`config.mk`:
```
export PLATFORM = sky130hd
export DESIGN_NAME = sync_down_counter
export DESIGN_NICKNAME = d
export VERILOG_FILES = /design/src/rtl/sync_down_counter.sv
export SDC_FILE = /design/constraint.sdc
export NUM_CORES = 1
export LEC_CHECK = 0
export CAP_MARGIN = 20
export CORE_MARGIN = 10
export CORE_UTILIZATION = 46
export DETAILED_ROUTE_END_ITERATION = 10
export PLACE_DENSITY = 0.72
export SLEW_MARGIN = 20
export SYNTH_ARGS = -nofsm -noshare
export SYNTH_HDL_FRONTEND = slang
export SYNTH_SLANG_ARGS = --single-unit
```
`constraint.sdc`:
```
create_clock -name CLK -period 1.74 [get_ports CLK]
set_input_delay 0.174 -clock CLK [delete_from_list [all_inputs] [get_ports CLK]]
set_output_delay 0.174 -clock CLK [all_outputs]
set_load 0.02 [all_outputs]
```
`src/rtl/sync_down_counter.sv`:
```
// Loadable down counter / programmable timer: counts a loaded value to zero,
// pulses TC for one cycle on arrival, and either stops (one-shot) or reloads (periodic).
module sync_down_counter #(
   parameter int WIDTH = 4
) (
   input  logic             CLK,
   input  logic             Reset_n,
   input  logic             Load,
   input  logic [WIDTH-1:0] D,
   input  logic             En,
   input  logic             Mode,
   output logic [WIDTH-1:0] Q,
   output logic             TC,
   output logic             Busy,
   output logic [1:0]       dbg_state
);

   typedef enum logic [1:0] {
      IDLE = 2'd0,
      RUN  = 2'd1,
      DONE = 2'd2
   } state_t;

   localparam logic [WIDTH-1:0] ONE = {{(WIDTH-1){1'b0}}, 1'b1};

   state_t           state, state_next;
   logic [WIDTH-1:0] q, q_next;
   logic [WIDTH-1:0] reload, reload_next;
   logic             tc, tc_next;
   logic             busy;

   always_ff @(posedge CLK or negedge Reset_n) begin
      if (!Reset_n) begin
         state  <= IDLE;
         q      <= '0;
         reload <= '0;
         tc     <= 1'b0;
         busy   <= 1'b0;
      end else begin
         state  <= state_next;
         q      <= q_next;
         reload <= reload_next;
         tc     <= tc_next;
         busy   <= (state_next == RUN);
      end
   end

   // Load beats everything; IDLE and DONE simply hold until the next load.
   always_comb begin
      state_next  = state;
      q_next      = q;
      reload_next = reload;
      tc_next     = 1'b0;
      if (Load) begin
         q_next      = D;
         reload_next = D;
         state_next  = (D != '0) ? RUN : IDLE;
      end else if (state == RUN && En) begin
         if (q > ONE) begin
            q_next = q - ONE;
         end else if (q == ONE) begin
            q_next  = '0;
            tc_next = 1'b1;
            if (!Mode) state_next = DONE;
         end else if (Mode) begin
            q_next = reload;
         end else begin
            state_next = DONE;
         end
      end
   end

   assign Q         = q;
   assign TC        = tc;
   assign Busy      = busy;
   assign dbg_state = state;

endmodule

```
=== Yosys cells after proc, flatten, opt, wreduce, memory -nomap -nowiden ===
Index checks and enable logic that the tools add are counted.

* Flip-flop bits (word level): 12
* Input port bits: 9
* Output and inout bits: 8
* Word-level logic and storage cells: 29

* $add $sub $neg: 1
* Magnitude comparators: 1
* Equality and inequality tests: 3
* Mux-type cells: 14
* Reductions and logical operators: 5

{| class="wikitable"
|+ Operators with widths
! cell !! number
|-
| $mux W4 || 5
|-
| $mux W2 || 4
|-
| $reduce_bool A4 Y1 || 2
|-
| $mux W1 || 5
|-
| $eq A2 B1 Y1 const B || 2
|-
| $eq A4 B1 Y1 const B || 1
|-
| $gt A4 B1 Y1 const B || 1
|-
| $sub A4 B1 Y4 const B || 1
|-
| $reduce_and A2 Y1 || 1
|-
| $reduce_bool A2 Y1 || 1
|-
| $logic_and A1 B1 Y1 || 1
|}

=== Longest topological paths before layout ===
Gate-level depths: netlist of run 1.

* Depth in word-level cells: 5
* Gate-level depth with buffers: 7
* Mapped depth without buffers: 6

=== Worst setup path after synthesis of run 1 ===
No wires, ideal clock.

* Kind: reg-to-reg
* Start: reg q[0] (netlist: Q[0])
* End: reg q[0] (netlist: Q[0])
* Setup time: 0.065 ns
* Arrival time: 1.596 ns
* Data required time: 1.675 ns
* Slack: 0.079 ns
* Stages on the path, launching flop included: 8
* Path buffers: 1
* Clock period less this slack: 1.661 ns
* Cells stage by stage: dfrtp_1 > inv_1 > ha_1 > buf_6 > or2_1 > a21o_1 > a211oi_2 > a211o_1

* Word-level cells in the longest chain between the ends: 5
* Elaborated cells on any way between the ends: 9
* Those cells by class: add/sub: 1; order compare: 1; eq/ne: 1; mux: 4; reduce/logical: 2

{| class="wikitable"
|+ RTL lines
! element !! RTL line !! text
|-
| start: declaration || 27 || <nowiki>logic [WIDTH-1:0] q, q_next;</nowiki>
|-
| start signal: assignment || 41 || <nowiki>q <= q_next;</nowiki>
|-
| branches (longest 5 deep; another with $sub A4 B1 Y4) || - ||
|}

Several ways; the timed one is not identified. The select of a mux whose other input is x is not followed.
A chain may end at the register's enable or synchronous reset.

=== Worst setup path after layout of run 1 ===
* Start: reg q[0] (netlist: Q[0])
* End: reg busy (netlist: Busy)

* Word-level cells in the longest chain between the ends: 5

{| class="wikitable"
|+ RTL lines
! element !! RTL line !! text
|-
| $gt A4 B1 Y1 || 59 || <nowiki>if (q > ONE) begin</nowiki>
|-
| $mux W2 || 59 ||
|-
| $mux W2 || 58 || <nowiki>end else if (state == RUN && En) begin</nowiki>
|-
| $mux W2 || 54 || <nowiki>if (Load) begin</nowiki>
|-
| net state_next[1] || 26 || <nowiki>state_t state, state_next;</nowiki>
|-
| $eq A2 B1 Y1 || 44 || <nowiki>busy <= (state_next == RUN);</nowiki>
|-
| end signal: assignment || 44 ||
|-
| end: declaration || 30 || <nowiki>logic busy;</nowiki>
|}

The timed path passes the listed nets, and every way through them passes these cells.

==> results of run 1 <==
where the power goes:
part / internal, mW / switching (mW) / leakage, nW
sequential: 0.304 / 0.0279 / 0.146
combinational: 0.118 / 0.128 / 0.219
clock: 0.127 / 0.102 / 0.0210
total: 0.549 / 0.258 / 0.387
worst max-delay path: stages (launching register included):
cell and delay, ns:
sky130_fd_sc_hd__dfrtp_1 0.44, sky130_fd_sc_hd__inv_1 0.09, sky130_fd_sc_hd__ha_2 0.26, sky130_fd_sc_hd__or2_1 0.27, sky130_fd_sc_hd__a41oi_1 0.25, sky130_fd_sc_hd__nor2_1 0.10, sky130_fd_sc_hd__a21oi_1 0.14
how the worst max path moves through the flow:
stage               endpoint  slack, ns  cells after the start  startpoint
floorplan               Q[0]       0.08                      7        Q[0]
global placement        Q[0]       0.09                      6        Q[0]
detailed placement      Q[0]       0.06                      6        Q[0]
CTS                     Busy       0.04                      6        Q[0]
global route            Busy      0.009                      6        Q[0]
finish                  Busy       0.10                      6        Q[0]
what timing repair did:
action                                  4_1_cts  5_1_grt
endpoints found under the setup margin        0        6
gates resized for setup                       0        3
setup buffers                                 0        0
endpoints found under the hold margin         0        0
per-layer routing:
metal	track usage [%]	part of all wire (%)	up-vias
li1	-	-	291
met2	14.7	47	15
met3	2.79	5.4	0
met1	12.5	48	282
met4	1.97	0	0
met5	0	0	-
final cells by class:
class / instances / area share (%)
repair buffers: 18 / 19.3
well taps: 15 / 2.06
inverters: 7 / 2.89
flip-flops and latches: 12 / 33.0
multi-input cells: 47 / 38.8
clock buffers: 4 / 3.99
kinds of logic (layout without fill, tap and decap cells):
| kind of cell | Yosys count | count (layout) |
|---|---|---|
| simple gates | 22 | 22 |
| compound gates | 21 | 21 |
| flops | 12 | 12 |
| mux | 2 | 2 |
| buf+inv | 10 | 29 |
| fa+ha+maj | 2 | 2 |
cells in the final DEF (no fill, tap or decap), drive strengths merged, types with 2 or more instances in the layout:
cell type       n
o21ai           6
clkdlybuf4s50  16
a21oi           2
ha              2
nor3            2
nor2            4
clkbuf          4
inv             7
nor3b           2
nand2           6
dfrtp          12
buf             2
nand3b          2
a211oi          2
a31oi           3
o31ai           3
registers in the layout, indices dropped and copies added (netlist names):
name	cells
Busy	1
Q	4
TC	1
dbg_state	2
reload	4
==> implementation parameters, run 1 <==
Parameter                              Value

Worst setup path
  Critical Path Start Type    flip-flop
  Worst Path Max Fanout    9
  Setup slack, reg-to-reg    0.10 ns
  Terminus of the critical flop-to-flop path    Busy
  Req. time, crit path    1.94 ns
  Class of the most critical setup path    flip-flop to flip-flop
  Crit path DAT    1.83 ns
  Worst setup EP type    flip-flop
  Cell depth of the worst flop-to-flop path    6
  R2R Path Start    Q[0]

Timing
  Final worst path period share    94.0%
  Setup repair after global routing missed its margin    false
  Hold Violations, Final    0
  Slew headroom    64.5%
  Crit path setup slack, layout    0.104 ns
  Worst-case hold slack    between 0.2 and 0.25 ns
  Fin. max-slew vios    0
  Count of endpoints failing setup in the final report    0
  Fmax    611 MHz
  Tightest Pin Transition    0.530 ns
  Setup Skew    0.0112 ns
  Total negative slack    0 ns
  Clock period minus final worst setup slack    ~1.6 ns

Yosys
  Syn_nets    80
  Netlist cell types    35
  Share of the synthesized area in compound gates (AO/OA/AOI/OAI)    24.2%
  Total standard cell area after synthesis    688 um2
  Share of synthesized area spent on multiplexers    3.09%
  Top post-synthesis cells by area    sky130_fd_sc_hd__dfrtp_1 44%, sky130_fd_sc_hd__inv_1 3.8%, sky130_fd_sc_hd__ha_1 3.6%
  Top cell types by occurrence after synthesis    12 x sky130_fd_sc_hd__dfrtp_1, 7 x sky130_fd_sc_hd__inv_1, 6 x sky130_fd_sc_hd__nand2_1, 5 x sky130_fd_sc_hd__o21ai_1, 3 x sky130_fd_sc_hd__nor2_1
  Count of state elements after synthesis    12
  Synthesis warning total    0
  Number of flops mapped to enable cells by yosys    0
  Syn Area/Cell    approximately 10 um2
  Cell type with the highest aggregate area in the netlist    sky130_fd_sc_hd__dfrtp_1
  Top-count cell post-synth    sky130_fd_sc_hd__dfrtp_1
  Sequential share of the synthesized area    43.6%
  Post-Synth Adder-Cell Area    about 3.6%
  Main synth FF type    sky130_fd_sc_hd__dfrtp_1
  Number of standard cells after synthesis    69
  Fraction of synthesized cell area taken by the top area cell type    43.6%
  Share of synthesized flip-flops with an asynchronous set or reset    100%
  Simple-gate portion of the synthesized area    between 10% and 20%
  Fraction of synthesized cell area in xor and xnor cells    0%
  Dominant combinational cell family by area after synthesis    compound AO/OA/AOI/OAI gates

Layout
  P&R area growth vs syn    32.2%
  Multi-input combinational cell area    353 um2
  Post-layout utilization of the core    between 60% and 70%
  Final std cells w/o fill    103
  Fin nets    100
  Post-route standard cell area excluding fillers    910 um2
  Ratio of cells with drive above 1 in the final layout    14.8%
  Diodes inserted    0
  Footprint of the flip-flops and latches    300 um2
  Number of inserted filler cells in the final layout    114

Hold path
  Min-Delay Path Class    input port to async pin

Detailed routing
  Total Routed Length    1.62 mm
  First DRT Iteration DRCs    17
  DR pass1 iterations    4
  Routed WL per cell    15.7 um
  Via count    588
  Antenna-violating nets left    0
  Post-detailed-route via-to-cell ratio    around 5.7
  Drc violations    0

Pwr
  Pleak    0.387 nW
  Power density of the placed cells    approximately 890 nW/um2
  Total power draw    0.807 mW
  Max VDD drop    just under 500 uV

Die
  Die span in y    58.7 um
  Die area    3440 um2
  Number of rows in the core area    13
  Standard cell core area    about 1400 um2
  Top Ports    17
  Effective utilization at floorplan    51.0%
  Die X    58.7 um

Global route
  Overflow after GRT    0
  Largest net degree at the start of global routing    15
  Number of global-route vias before repair    594
  Gr usage total    9.43%
  Global-route wire length before repair    2.65 mm
  Number of antenna violations at the first check in global routing    0

Clock tree
  Clock slew seen by the registers of the worst setup and hold paths    0.09 ns
  Number of levels in the clock H-tree    1
  Worst skew pair latency    0.28 ns
  Clock tree from TritonCTS    built
  Hold Buf Count CTS    0
  CTS Buffer Depth    2
  CTS buffer count    3
  Clk sink count    12
  Clock Root Buffer    sky130_fd_sc_hd__clkbuf_4

Status
  Status    complete, no violations

Placement
  Post-Place Worst Slack    0.0622 ns
  Total instance count after detailed placement    99
  Routability congestion estimate from global placement    0.781
  Number of port buffers    16
  Dpl cell area    862 um2
  Detailed-placement wirelength estimate    about 1.3 mm

Job
  Max-cap violations    0
Power figures use the tool's default switching activity.
==> run 2, diff against run 1 <==
--- a/config.mk
+++ b/config.mk
@@ -9,6 +9,7 @@
 export CORE_MARGIN = 10
 export CORE_UTILIZATION = 46
 export DETAILED_ROUTE_END_ITERATION = 10
+export HOLD_SLACK_MARGIN = 0.03
 export PLACE_DENSITY = 0.72
 export SLEW_MARGIN = 20
 export SYNTH_ARGS = -nofsm -noshare
==> results of run 2 <==
Same layout as run 1: the final DEF is identical, and so are final timing and power.
==> run 3, diff against run 2 <==
--- a/config.mk
+++ b/config.mk
@@ -11,6 +11,7 @@
 export DETAILED_ROUTE_END_ITERATION = 10
 export HOLD_SLACK_MARGIN = 0.03
 export PLACE_DENSITY = 0.72
+export SKIP_LAST_GASP = 1
 export SLEW_MARGIN = 20
 export SYNTH_ARGS = -nofsm -noshare
 export SYNTH_HDL_FRONTEND = slang
==> results of run 3 <==
Same layout as run 1: the final DEF is identical, and so are final timing and power.
